**src/rtl/tl_a_arbiter_rr.sv**
```systemverilog
// Round-robin arbiter merging N_REQ TileLink-UL A channels onto one A channel.
// Multi-beat A messages hold the grant until their last beat. The A source is widened
// with the requester index, and D responses are routed back using that index.
// Outstanding messages are tracked per requester and capped at MAX_OUT.
//
// Handshake rule (A and D, every port): a beat transfers on a clock edge where valid and
// ready are both high. Here valid never depends on ready. Ready may depend on valid.
module tl_a_arbiter_rr #(
  parameter int N_REQ   = 2,
  parameter int MAX_OUT = 4,
  localparam int IDX_W  = (N_REQ > 2) ? $clog2(N_REQ) : 1
) (
  input  logic                  clock,
  input  logic                  reset,
  input  logic [N_REQ-1:0]      a_in_valid,
  output logic [N_REQ-1:0]      a_in_ready,
  input  logic [3*N_REQ-1:0]    a_in_opcode,
  input  logic [3*N_REQ-1:0]    a_in_size,
  input  logic [4*N_REQ-1:0]    a_in_source,
  input  logic [30*N_REQ-1:0]   a_in_address,
  input  logic [4*N_REQ-1:0]    a_in_mask,
  input  logic [32*N_REQ-1:0]   a_in_data,
  output logic                  a_out_valid,
  input  logic                  a_out_ready,
  output logic [2:0]            a_out_opcode,
  output logic [2:0]            a_out_size,
  output logic [4+IDX_W-1:0]    a_out_source,
  output logic [29:0]           a_out_address,
  output logic [3:0]            a_out_mask,
  output logic [31:0]           a_out_data,
  input  logic                  d_in_valid,
  output logic                  d_in_ready,
  input  logic [2:0]            d_in_opcode,
  input  logic [2:0]            d_in_size,
  input  logic [4+IDX_W-1:0]    d_in_source,
  output logic [N_REQ-1:0]      d_out_valid,
  input  logic [N_REQ-1:0]      d_out_ready,
  output logic [3:0]            d_out_source,
  output logic [4*N_REQ-1:0]    outstanding,
  output logic                  dbg_state,
  output logic [IDX_W-1:0]      dbg_rr_ptr
);

  typedef enum logic {ST_IDLE = 1'b0, ST_BURST = 1'b1} state_e;

  state_e           state_q, state_d;
  logic [IDX_W-1:0] grant_q, grant_d;
  logic [IDX_W-1:0] rr_ptr_q, rr_ptr_d;
  logic [5:0]       beat_cnt_q, beat_cnt_d;
  logic [5:0]       d_cnt_q, d_cnt_d;
  logic [3:0]       out_cnt_q [N_REQ];
  logic [3:0]       out_cnt_d [N_REQ];

  logic [N_REQ-1:0] eligible;
  logic [IDX_W-1:0] idle_gnt, grant;
  logic             idle_found;
  logic             a_fire, a_last;
  logic [5:0]       cur_beats, d_beats;
  logic [IDX_W-1:0] d_idx;
  logic             d_ok, d_fire, d_last;
  logic [N_REQ-1:0] ovf_err, unf_err;
  logic [3:0]       sel_source;

  // Number of beats in an A message: only Put/Arithmetic/Logical opcodes carry data.
  function automatic logic [5:0] a_beats(input logic [2:0] op, input logic [2:0] sz);
    if (op <= 3'd3 && sz > 3'd2) return 6'd1 << (sz - 3'd2);
    return 6'd1;
  endfunction

  // Number of beats in a D message: only AccessAckData carries data.
  function automatic logic [5:0] dd_beats(input logic [2:0] op, input logic [2:0] sz);
    if (op == 3'd1 && sz > 3'd2) return 6'd1 << (sz - 3'd2);
    return 6'd1;
  endfunction

  // State register and all datapath flops.
  always_ff @(posedge clock or posedge reset) begin
    if (reset) begin
      state_q    <= ST_IDLE;
      grant_q    <= '0;
      rr_ptr_q   <= '0;
      beat_cnt_q <= '0;
      d_cnt_q    <= '0;
      for (int i = 0; i < N_REQ; i++) out_cnt_q[i] <= '0;
    end else begin
      state_q    <= state_d;
      grant_q    <= grant_d;
      rr_ptr_q   <= rr_ptr_d;
      beat_cnt_q <= beat_cnt_d;
      d_cnt_q    <= d_cnt_d;
      for (int i = 0; i < N_REQ; i++) out_cnt_q[i] <= out_cnt_d[i];
    end
  end

  // Idle-time grant: first eligible requester at or after rr_ptr, wrapping.
  always_comb begin
    int j;
    j          = 0;
    idle_gnt   = '0;
    idle_found = 1'b0;
    for (int i = 0; i < N_REQ; i++)
      eligible[i] = a_in_valid[i] && (out_cnt_q[i] < 4'(MAX_OUT));
    for (int k = 0; k < N_REQ; k++) begin
      j = int'(rr_ptr_q) + k;
      if (j >= N_REQ) j = j - N_REQ;
      if (!idle_found && eligible[j]) begin
        idle_found = 1'b1;
        idle_gnt   = IDX_W'(j);
      end
    end
  end

  // Output decode: the grant is locked during a burst and combinational in idle.
  always_comb begin
    grant         = (state_q == ST_BURST) ? grant_q : idle_gnt;
    a_out_valid   = (state_q == ST_BURST) ? a_in_valid[grant_q] : idle_found;
    a_in_ready    = '0;
    a_out_opcode  = '0;
    a_out_size    = '0;
    sel_source    = '0;
    a_out_address = '0;
    a_out_mask    = '0;
    a_out_data    = '0;
    for (int i = 0; i < N_REQ; i++) begin
      if (grant == IDX_W'(i)) begin
        a_in_ready[i] = a_out_ready && ((state_q == ST_BURST) || idle_found);
        a_out_opcode  = a_in_opcode[3*i +: 3];
        a_out_size    = a_in_size[3*i +: 3];
        sel_source    = a_in_source[4*i +: 4];
        a_out_address = a_in_address[30*i +: 30];
        a_out_mask    = a_in_mask[4*i +: 4];
        a_out_data    = a_in_data[32*i +: 32];
      end
    end
    a_out_source = {grant, sel_source};
    for (int i = 0; i < N_REQ; i++) outstanding[4*i +: 4] = out_cnt_q[i];
    dbg_state  = state_q;
    dbg_rr_ptr = rr_ptr_q;
  end

  // Next-state logic for the burst FSM and the round-robin pointer.
  always_comb begin
    a_fire     = a_out_valid && a_out_ready;
    cur_beats  = a_beats(a_out_opcode, a_out_size);
    a_last     = a_fire && ((state_q == ST_BURST) ? (beat_cnt_q == 6'd1) : (cur_beats == 6'd1));
    state_d    = state_q;
    grant_d    = grant_q;
    beat_cnt_d = beat_cnt_q;
    rr_ptr_d   = rr_ptr_q;
    case (state_q)
      ST_IDLE: begin
        if (a_fire && cur_beats != 6'd1) begin
          state_d    = ST_BURST;
          grant_d    = grant;
          beat_cnt_d = cur_beats - 6'd1;
        end
      end
      default: begin
        if (a_fire) begin
          beat_cnt_d = beat_cnt_q - 6'd1;
          if (beat_cnt_q == 6'd1) state_d = ST_IDLE;
        end
      end
    endcase
    if (a_last) rr_ptr_d = (int'(grant) == N_REQ - 1) ? '0 : grant + IDX_W'(1);
  end

  // D routing by the index in the upper source bits, plus D beat counting.
  always_comb begin
    d_idx        = d_in_source[4 +: IDX_W];
    d_ok         = int'(d_idx) < N_REQ;
    d_out_source = d_in_source[3:0];
    d_out_valid  = '0;
    d_in_ready   = 1'b0;
    for (int i = 0; i < N_REQ; i++) begin
      if (d_ok && d_idx == IDX_W'(i)) begin
        d_out_valid[i] = d_in_valid;
        d_in_ready     = d_out_ready[i];
      end
    end
    d_fire  = d_in_valid && d_in_ready;
    d_beats = dd_beats(d_in_opcode, d_in_size);
    d_cnt_d = d_cnt_q;
    d_last  = 1'b0;
    if (d_fire) begin
      if (d_cnt_q == 6'd0) begin
        d_last  = (d_beats == 6'd1);
        d_cnt_d = d_beats - 6'd1;
      end else begin
        d_last  = (d_cnt_q == 6'd1);
        d_cnt_d = d_cnt_q - 6'd1;
      end
    end
  end

  // Outstanding counters: A-last increments, D-last decrements, both together cancel.
  always_comb begin
    logic inc, dec;
    inc = 1'b0;
    dec = 1'b0;
    for (int i = 0; i < N_REQ; i++) begin
      inc          = a_last && (grant == IDX_W'(i));
      dec          = d_last && (d_idx == IDX_W'(i));
      out_cnt_d[i] = out_cnt_q[i];
      ovf_err[i]   = 1'b0;
      unf_err[i]   = 1'b0;
      if (inc && !dec) begin
        if (out_cnt_q[i] >= 4'(MAX_OUT)) ovf_err[i] = 1'b1;
        else out_cnt_d[i] = out_cnt_q[i] + 4'd1;
      end else if (dec && !inc) begin
        if (out_cnt_q[i] == 4'd0) unf_err[i] = 1'b1;
        else out_cnt_d[i] = out_cnt_q[i] - 4'd1;
      end
    end
  end

  // Simulation checks on misuse: unroutable D index and counter overflow or underflow.
  always @(posedge clock) begin
    if (!reset) begin
      assert (!(d_in_valid && !d_ok)) else $fatal(1, "d_in_source index out of range");
      assert (ovf_err == '0) else $fatal(1, "outstanding counter overflow");
      assert (unf_err == '0) else $fatal(1, "outstanding counter underflow");
    end
  end

endmodule

```
**config.mk**
```make
export PLATFORM = sky130hd
export DESIGN_NAME = tl_a_arbiter_rr
export DESIGN_NICKNAME = d
export VERILOG_FILES = /design/src/rtl/tl_a_arbiter_rr.sv
export SDC_FILE = /design/constraint.sdc
export NUM_CORES = 1
export LEC_CHECK = 0
export CORE_MARGIN = 8
export CORE_UTILIZATION = 29
export CTS_CLUSTER_SIZE = 12
export DETAILED_ROUTE_END_ITERATION = 7
export HOLD_SLACK_MARGIN = 0.12
export PLACE_DENSITY_LB_ADDON = 0.1
export SLEW_MARGIN = 5
export SYNTH_ARGS = -nofsm -noshare
export SYNTH_HDL_FRONTEND = slang
export SYNTH_SLANG_ARGS = --single-unit
```
**constraint.sdc**
```tcl
create_clock -name clock -period 5.05 [get_ports clock]
set_clock_uncertainty 0.15 [all_clocks]
set_input_delay 1.515 -clock clock [delete_from_list [all_inputs] [get_ports clock]]
set_output_delay 1.515 -clock clock [all_outputs]
set_load 0.05 [all_outputs]
```
# --- After elaboration in Yosys (flattened, before gate mapping) ---
# Index checks and enable logic that the tools add are counted.
totals:
  regBits: 23
  in_bits: 171
  output_inout_bits: 97
  elab_cells: 136
op_classes:
  n_addsub: 14
  muxes: 53
  n_eq_ne: 11
  n_shift: 2
  reduce_logical: 34
  bitwise_logic: 3
  n_lt_le_gt_ge: 12
ops:
  columns: ["operator", "count"]
  rows:
  - ["32-bit 2-to-1 mux", 3]
  - ["32-bit by 3-bit < comparator with 1-bit output, second input constant", 2]
  - ["6-bit 2-to-1 mux", 8]
  - ["4-bit 2-to-1 mux", 10]
  - ["30-bit 2-to-1 mux", 1]
  - ["1-bit 2-to-1 mux", 29]
  - ["6-bit by 1-bit equality test with 1-bit output, second input constant", 4]
  - ["6-bit by 1-bit subtractor with 6-bit output, second input constant", 4]
  - ["1-bit logical AND", 18]
  - ["1-bit by 3-bit left shift with 6-bit output, first input constant", 2]
  - ["4-bit by 1-bit adder with 4-bit output, second input constant", 2]
  - ["4-bit by 3-bit >= comparator with 1-bit output, second input constant", 2]
  - ["4-bit logical NOT", 2]
  - ["4-bit by 3-bit < comparator with 1-bit output, second input constant", 2]
  - ["2-bit inequality test, second input constant", 4]
  - ["4-bit by 1-bit subtractor with 4-bit output, second input constant", 2]
  - ["3-bit by 2-bit greater-than comparator with 1-bit output, second input constant", 2]
  - ["6-bit logical NOT", 1]
  - ["3-bit 2-to-1 mux", 2]
  - ["6-bit by 1-bit inequality test with 1-bit output, second input constant", 1]
  - ["3-bit AND reduction", 2]
  - ["2-bit nonzero test", 3]
  - ["3-bit by 2-bit subtractor with 3-bit output, second input constant", 2]
  - ["1-bit logical NOT", 5]
  - ["other kinds (13)", 16]

# --- Depth between registers and ports, before layout ---
# Gate-level depths: netlist of the first run.
depth:
  word_depth: 23
  mapped_depth: 24
  ltp_nobuf: 21

# --- Least setup slack after synthesis of the first run ---
# Ideal clock, no wire load.
synth_timing:
  kind: "input-to-reg"
  from: "input port a_in_valid[1]"
  to: "register out_cnt_q, in the netlist outstanding[3]"
  cell_stages: 23
  path_buffers: 2
  slack_ps: -976
  arrival_time_ps: 5731
  path_cell_list: "or3b_1 o31ai_4 buf_2 buf_2 mux2i_1 ha_1 nor3_1 mux2i_1 a21oi_1 inv_1 ha_1 nand2_1 o21ai_0 nand2_1 nor2_1 ha_1 inv_1 ha_1 a21o_1 a21oi_1 xnor2_1 nor2_1 xor2_1"
synth_between:
  elab_chain_len: 22
  elab_cells_between_ends: 41
  cone_classes: "add/sub (1); order compare (2); eq/ne (3); shift (1); mux (21); bitwise (1); reduce/logical (12)"
synth_rtl:
  columns: ["item", "line_no", "source"]
  rows:
  - ["from (decl)", "15", "input logic [N_REQ-1:0] a_in_valid,"]
  - ["1-bit logical AND", "102", "eligible[i] = a_in_valid[i] && (out_cnt_q[i] < 4'(MAX_OUT));"]
  - ["1-bit 2-to-1 mux (not written as such) (3 in series)", "106", "if (!idle_found && eligible[j]) begin"]
  - ["1-bit 2-to-1 mux", "106", null]
  - ["1-bit logical NOT", "106", null]
  - ["1-bit logical AND", "106", null]
  - ["1-bit 2-to-1 mux", "106", null]
  - ["1-bit 2-to-1 mux", "115", "grant = (state_q == ST_BURST) ? grant_q : idle_gnt;"]
  - ["3-bit 2-to-1 mux", "125", "if (grant == IDX_W'(i)) begin"]
  - ["(+4 left out)", null, null]
  - ["6-bit by 1-bit equality test with 1-bit output", "145", "a_last = a_fire && ((state_q == ST_BURST) ? (beat_cnt_q == 6'd1) : (cur_beats == 6'd1));"]
  - ["1-bit 2-to-1 mux", "145", null]
  - ["1-bit logical AND", "145", null]
  - ["1-bit logical AND *", "202", "inc = a_last && (grant == IDX_W'(i));"]
  - ["1-bit logical NOT", "210", "end else if (dec && !inc) begin"]
  - ["1-bit logical AND", "210", null]
  - ["2-bit nonzero test (no line)", null, null]
  - ["3-bit AND reduction (no line)", null, null]
  - ["to (decl)", "51", "logic [3:0] out_cnt_q [N_REQ];"]
# Every way passes the cells marked *; elsewhere a longest branch is shown, timed or not. The select of a mux whose other input is x is not followed.
# A chain may end at the register's enable or synchronous reset.

# --- Final worst setup path of the first run ---
# Ends and elaborated chain as after synthesis.

==> flow_metrics.py, run 1 <==
metrics = {
    "synth": {
        "synthTopCellsByCount": "79 x mux2_2, 23 x dfrtp_1, 20 x inv_1, 20 x nand2_1, 20 x o21ai_0",
        "synth_largest_area_cell": "mux2_2",
        "synthCells": 325,
        "synth.top_cell.area_share": 0.305,
        "yosysSeqAreaShare": 0.197,
        "syn_nets": 515,
        "ys_ff_latch": 23,
        "ys_warn_count": 0,
        "synth.distinct_cells": 47,
        "ys.flop_type": "dfrtp_1",
        "synth_edf_count": 0,
        "yosysMostFrequentCell": "mux2_2",
        "ys_top_cells_by_area": "mux2_2 30%, dfrtp_1 20%, ha_1 7.3%, o21ai_0 3.4%, xnor2_1 3.0%",
        "synth.avg_cell_area_sq_um": 8.98,
        "async_flop_share": 1.00,
        "synthesis.area_sq_um": 2920,
    },
    "finish": {
        "diodes": 0,
        "finalNonFillerCells": 754,
        "drive_gt1_frac": 0.403,
        "final_area_sq_um": 6080,
        "syn2layout_area_growth_pct": 108,
        "nets": 812,
        "fillCellCount": 835,
    },
    "worst_setup_path": {
        "cp-endpoint": "outstanding[3]$_DFFE_PP0P_",
        "path_delay_family": "simple AND/OR/NAND/NOR gates",
        "worst-path-max-fanout": 5,
        "path_buf_inv": 3,
        "cp_slowest_stage_delay_ns": 0.38,
        "cp_cell_sequence": "buf_6 -> or3b_4 -> o31ai_4 -> buf_6 -> mux2i_4 -> ha_4 -> nor3_2 -> mux2i_2 -> nor2_1 -> nand2_1 -> ha_2 -> nand2_2 -> o21ai_2 -> nand2_1 -> nor2_1 -> ha_2 -> inv_4 -> ha_4 -> a21o_1 -> a21oi_2 -> xnor2_1 -> nor2_1 -> xor2_1",
        "r2r_end": "outstanding[3]$_DFFE_PP0P_",
        "r2r_setup_slack_ns": 0.82,
        "crit_start": "a_in_valid[1]",
        "ff2ff_path_depth": 22,
        "path_class": "input pin to register",
        "crit_cells": 23,
        "cp-end-kind": "register",
        "rr_startpoint": "outstanding[6]$_DFFE_PP0P_",
        "crit_arrival_ns": 5.05,
        "cpMaxStageDelayCell": "or3b_4",
        "path_common_cell": "nor2_1",
        "cp.required_ns": 5.06,
        "cp-start-kind": "input pin",
    },
    "global_routing": {
        "gr-total-overflow": 0,
        "grt_pass1_vias": 3674,
        "gr-usage-all-layers": 0.205,
        "grt_max_degree": 38,
        "grt_pass1_wl_microns": 21500,
        "antenna_found_initial": 0,
    },
    "place": {
        "hpwl_microns": 12900,
        "place_area_sq_um": 5800,
        "dp_cells": 733,
        "gp_congestion": 0.840,
        "port_buffers": 259,
    },
    "clock_network": {
        "cts_buffers": 3,
        "cts_tree": "built",
        "clock_latency_ns": 0.27,
        "clock_tree.root_cell": "clkbuf_8",
        "clock-sinks": 23,
        "cts_max_level": 1,
        "postCtsHoldBufs": 0,
        "clockBufferDepth": 2,
        "cts.clk_slew.worst_paths_ns": 0.10,
    },
    "run_status": {
        "status": "complete, no violations",
    },
    "die": {
        "core_area_sq_um": 9770,
        "die_h_microns": 116,
        "initial_core_util": 0.299,
        "die-area_sq_um": 13500,
        "die_w_microns": 116,
        "num_io_pins": 268,
        "num_rows": 36,
    },
    "detailed_routing": {
        "avgViaCountPerCell": 4.81,
        "routed_wl_microns": 15100,
        "drc": 0,
        "drt_first_pass_iters": 4,
        "ant_nets": 0,
        "drtIter0Drc": 126,
        "wl_per_cell_microns": 20.1,
        "num_vias": 3627,
    },
    "timing": {
        "hold_viol": 0,
        "period_share": 0.998,
        "fin_crit_ns": 5.04,
        "rsz0062_at_grt": "yes",
        "worst_pin_slew_ns": 0.897,
        "whs_ns": 0.365,
        "clock.fmax_mhz": 198,
        "slew-limit-headroom": 0.401,
        "setup_violations": 0,
        "slew_violations": 0,
    },
    "power_and_ir_drop": {
        "leakage_nw": 2.55,
        "vdd_drop_max_mv": 0.400,
        "p_total_mw": 2.94,
        "powerDensity_nw_per_um2": 483,
    },
    "worst_hold_path": {
        "min_path_type": "register to register",
    },
    "run": {
        "max-cap-violations": 0,
    },
}
## per-layer routing
metal / routed length (microns) / share of wire / up-vias / GRT usage
met4: 150 / 0.0099 / 0 / 0.0311
met5: 0 / 0 / - / 0
met3: 1310 / 0.086 / 10 / 0.0522
li1: - / - / 1769 / -
met2: 7890 / 0.52 / 133 / 0.383
met1: 5770 / 0.38 / 1715 / 0.232
## stage by stage
| step | TNS [ns] | util | setup slack [ns] |
|---|---|---|---|
| floorplan | -3.07 | - | -0.630 |
| global placement | -30.35 | 0.593 | -0.644 |
| detailed placement | -34.33 | 0.593 | -0.762 |
| CTS | 0 | 0.611 | 0.0224 |
| global route | -0.483 | 0.622 | -0.193 |
| finish | 0 | 0.622 | 0.00960 |
## cell usage in the layout, fill, tap and decap left out, types with 3 or more instances in the layout
cell type / synthesis / routed
clkdlybuf4s50_1: 0 / 174
buf_4: 5 / 129
mux2_2: 79 / 78
dfrtp_1: 23 / 23
nand2_1: 20 / 19
inv_1: 20 / 18
o21ai_0: 20 / 18
nor2_1: 16 / 16
ha_1: 17 / 11
a21oi_1: 15 / 10
nor3_1: 11 / 9
xnor2_1: 10 / 9
nand2b_1: 7 / 7
nor4_1: 5 / 5
mux2i_1: 8 / 5
o211ai_1: 4 / 4
a21oi_2: 0 / 4
ha_4: 0 / 4
buf_6: 0 / 4
buf_12: 0 / 4
nand3_1: 3 / 3
o31ai_1: 3 / 3
nor3b_1: 3 / 3
and3_1: 3 / 3
and2_1: 3 / 3
clkbuf_8: 0 / 3
## worst min-delay path by stage
stage	start	end	slack (ns)	cells past startpoint
floorplan	beat_cnt_q[4]$_DFFE_PP0P_	beat_cnt_q[4]$_DFFE_PP0P_	0.32	1
global placement	beat_cnt_q[4]$_DFFE_PP0P_	beat_cnt_q[4]$_DFFE_PP0P_	0.34	1
detailed placement	beat_cnt_q[4]$_DFFE_PP0P_	beat_cnt_q[4]$_DFFE_PP0P_	0.34	1
CTS	beat_cnt_q[4]$_DFFE_PP0P_	beat_cnt_q[4]$_DFFE_PP0P_	0.36	1
global route	beat_cnt_q[4]$_DFFE_PP0P_	beat_cnt_q[4]$_DFFE_PP0P_	0.39	1
finish	beat_cnt_q[4]$_DFFE_PP0P_	beat_cnt_q[4]$_DFFE_PP0P_	0.36	1
## logic make-up (layout without fill, tap and decap cells)
logic type	count (synthesis)	count (layout)	share of synthesized area
adders and majority gates	19	19	0.0866
buffers and inverters	41	337	0.0622
and+or+nand+nor	80	80	0.139
AOI/OAI and AO/OA	62	62	0.139
DFF	23	23	0.197
muxes	88	88	0.340
xor gates and xnor gates	12	12	0.0360
## cell type report
class                   count  area, sq um  area share
repair buffers            312         2840       0.468
flip-flops and latches     23          576      0.0947
multi-input cells         261         2360       0.388
clock buffers               3         41.3     0.00679
clock inverters             1         7.51     0.00123
inverters                  21         83.8      0.0138
well taps                 133          166      0.0274
## worst register-to-register path, delay by kind of cell (launching register included)
kind,cells,cell delay [ns]
compound gates,4,0.70
xor+xnor,2,0.25
fa+ha+maj,4,0.83
buf+inv,2,0.23
flops,1,0.45
mux,2,0.51
simple gates,8,1.00
## state kept, by name (all words and copies together), names as in the netlist
name / cells
dbg_state: 1
grant_q: 1
d_cnt_q: 6
dbg_rr_ptr: 1
outstanding: 8
beat_cnt_q: 6
## repair_timing
item,in CTS,in global routing
gates resized for setup,13,12
setup buffers,15,6
pin swaps,11,17
endpoints found under the setup margin,87,30
## report_power, final
part | switching (mW) | internal (mW)
Combinational | 1.41 | 1.02
Clock | 0.0657 | 0.0559
Sequential | 0.121 | 0.266
Total | 1.60 | 1.34
Power figures use the tool's default switching activity.
==> run 2: changes to the inputs <==
- GPL_ROUTABILITY_DRIVEN: default -> 0
==> results of run 2 <==
No change in the layout: final DEF, timing and power equal those of run 1.
==> run 3: changes to the inputs <==
- REMOVE_ABC_BUFFERS: default -> 1
==> flow_metrics.py, run 3 (synthesis results as in run 1) <==
metrics = {
    "worst_setup_path": {
        "r2r_setup_slack_ns": 0.72,
        "cpMaxStageDelayCell": "or3b_4",
        "cp-endpoint": "outstanding[3]$_DFFE_PP0P_",
        "cp.required_ns": 5.06,
        "path_class": "input pin to register",
        "cp-end-kind": "register",
        "r2r_end": "outstanding[3]$_DFFE_PP0P_",
        "crit_cells": 23,
        "path_buf_inv": 3,
        "cp-start-kind": "input pin",
        "path_delay_family": "simple AND/OR/NAND/NOR gates",
        "worst-path-max-fanout": 4,
        "crit_start": "a_in_valid[1]",
        "cp_slowest_stage_delay_ns": 0.39,
        "ff2ff_path_depth": 22,
        "cp_cell_sequence": "buf_6 -> or3b_4 -> o31ai_4 -> buf_6 -> mux2i_4 -> ha_4 -> nor3_4 -> mux2i_2 -> nor2_1 -> nand2_1 -> ha_2 -> nand2_2 -> o21ai_2 -> nand2_2 -> nor2_2 -> ha_2 -> inv_2 -> ha_4 -> a21o_1 -> a21oi_4 -> xnor2_1 -> nor2_1 -> xor2_1",
        "rr_startpoint": "outstanding[6]$_DFFE_PP0P_",
        "crit_arrival_ns": 5.11,
    },
    "detailed_routing": {
        "wl_per_cell_microns": 20.3,
        "drc": 0,
        "drtIter0Drc": 116,
        "avgViaCountPerCell": 4.85,
        "num_vias": 3745,
        "routed_wl_microns": 15700,
        "ant_nets": 0,
        "drt_first_pass_iters": 5,
    },
    "finish": {
        "mostFrequentLayoutCell": "clkdlybuf4s50_1",
        "diodes": 0,
        "final_cell_mix": "174 x clkdlybuf4s50_1, 120 x buf_4, 76 x mux2_2, 24 x buf_6, 23 x dfrtp_1",
        "largest_reg_flops": 8,
        "final_area_sq_um": 6410,
        "nets": 830,
        "syn2layout_area_growth_pct": 120,
        "finalNonFillerCells": 772,
        "drive_gt1_frac": 0.426,
    },
    "clock_network": {
        "clockBufferDepth": 2,
        "clock_latency_ns": 0.27,
        "clock-sinks": 23,
        "clock_tree.root_cell": "clkbuf_8",
        "cts.clk_slew.worst_paths_ns": 0.09,
        "cts_buffers": 3,
        "cts_max_level": 1,
        "cts_tree": "built",
    },
    "global_routing": {
        "antenna_found_initial": 1,
        "grt_max_degree": 43,
        "gr-usage-all-layers": 0.210,
        "grt_pass1_wl_microns": 21700,
        "grt_pass1_vias": 3951,
        "gr-total-overflow": 0,
    },
    "die": {
        "num_io_pins": 268,
        "initial_core_util": 0.299,
        "core_area_sq_um": 9770,
        "die-area_sq_um": 13500,
        "die_w_microns": 116,
        "num_rows": 36,
        "die_h_microns": 116,
    },
    "timing": {
        "clock.fmax_mhz": 196,
        "whs_ns": 0.356,
        "slew_violations": 0,
        "finalSetupTns_ns": -0.0735,
        "worst_slack_ns": -0.0497,
        "worst_pin_slew_ns": 0.908,
        "slew-limit-headroom": 0.394,
        "fin_crit_ns": 5.10,
        "setup_violations": 3,
        "hold_viol": 0,
        "period_share": 1.01,
        "rsz0062_at_grt": "yes",
    },
    "worst_hold_path": {
        "min_path_type": "register to register",
    },
    "place": {
        "dp_cells": 733,
        "place_area_sq_um": 5700,
        "port_buffers": 259,
        "hpwl_microns": 12700,
    },
    "power_and_ir_drop": {
        "vdd_drop_max_mv": 0.269,
        "leakage_nw": 2.70,
        "p_total_mw": 3.17,
        "powerDensity_nw_per_um2": 494,
    },
    "run": {
        "max-cap-violations": 0,
    },
    "run_status": {
        "status": "finished, violations left",
        "violations": "negative setup slack",
    },
}
## run 3: per-stage QoR
stage               utilization  setup WS (ns)
floorplan                     -          -3.19
global placement          0.583         -0.750
detailed placement        0.583         -0.885
CTS                       0.622        0.00246
global route              0.656         -0.274
finish                    0.656        -0.0497
## run 3: power breakdown
part,internal (mW),switching [mW],leakage (nW)
sequential,0.266,0.122,0.281
combinational,1.18,1.48,2.39
clock,0.0552,0.0628,0.0255
## run 3: layout make-up
type / instances / area, sq um
fillers: 780 / 3360
repair buffers: 330 / 3160
multi-input cells: 261 / 2390
flip-flops and latches: 23 / 576
well taps: 133 / 166
inverters: 21 / 81.3
clock buffers: 3 / 41.3
clock inverters: 1 / 5.00
## run 3: timing repair
action,in CTS,in global routing
hold buffers,0,0
setup buffers,24,9
endpoints found under the setup margin,86,69
hold endpoints to repair,0,0
cloned,0,2
pin swaps,14,18
gates resized for setup,39,45
## run 3: how the worst min path moves through the flow
| stage | start | depth (start not counted) | endpoint | slack (ns) |
|---|---|---|---|---|
| 2_1_floorplan | beat_cnt_q[4]$_DFFE_PP0P_ | 1 | beat_cnt_q[4]$_DFFE_PP0P_ | 0.32 |
| 6_report | beat_cnt_q[4]$_DFFE_PP0P_ | 1 | beat_cnt_q[4]$_DFFE_PP0P_ | 0.36 |
| 3_3_place_gp | beat_cnt_q[4]$_DFFE_PP0P_ | 1 | beat_cnt_q[4]$_DFFE_PP0P_ | 0.34 |
| 4_1_cts | beat_cnt_q[4]$_DFFE_PP0P_ | 1 | beat_cnt_q[4]$_DFFE_PP0P_ | 0.36 |
| 3_5_place_dp | beat_cnt_q[4]$_DFFE_PP0P_ | 1 | beat_cnt_q[4]$_DFFE_PP0P_ | 0.34 |
| 5_1_grt | beat_cnt_q[4]$_DFFE_PP0P_ | 1 | beat_cnt_q[4]$_DFFE_PP0P_ | 0.39 |
## run 3: metal layers
layer / track usage / wire length [microns]
met1: 0.208 / 5320
met2: 0.394 / 8630
met3: 0.0807 / 1320
met4: 0.0622 / 389
met5: 0 / 13
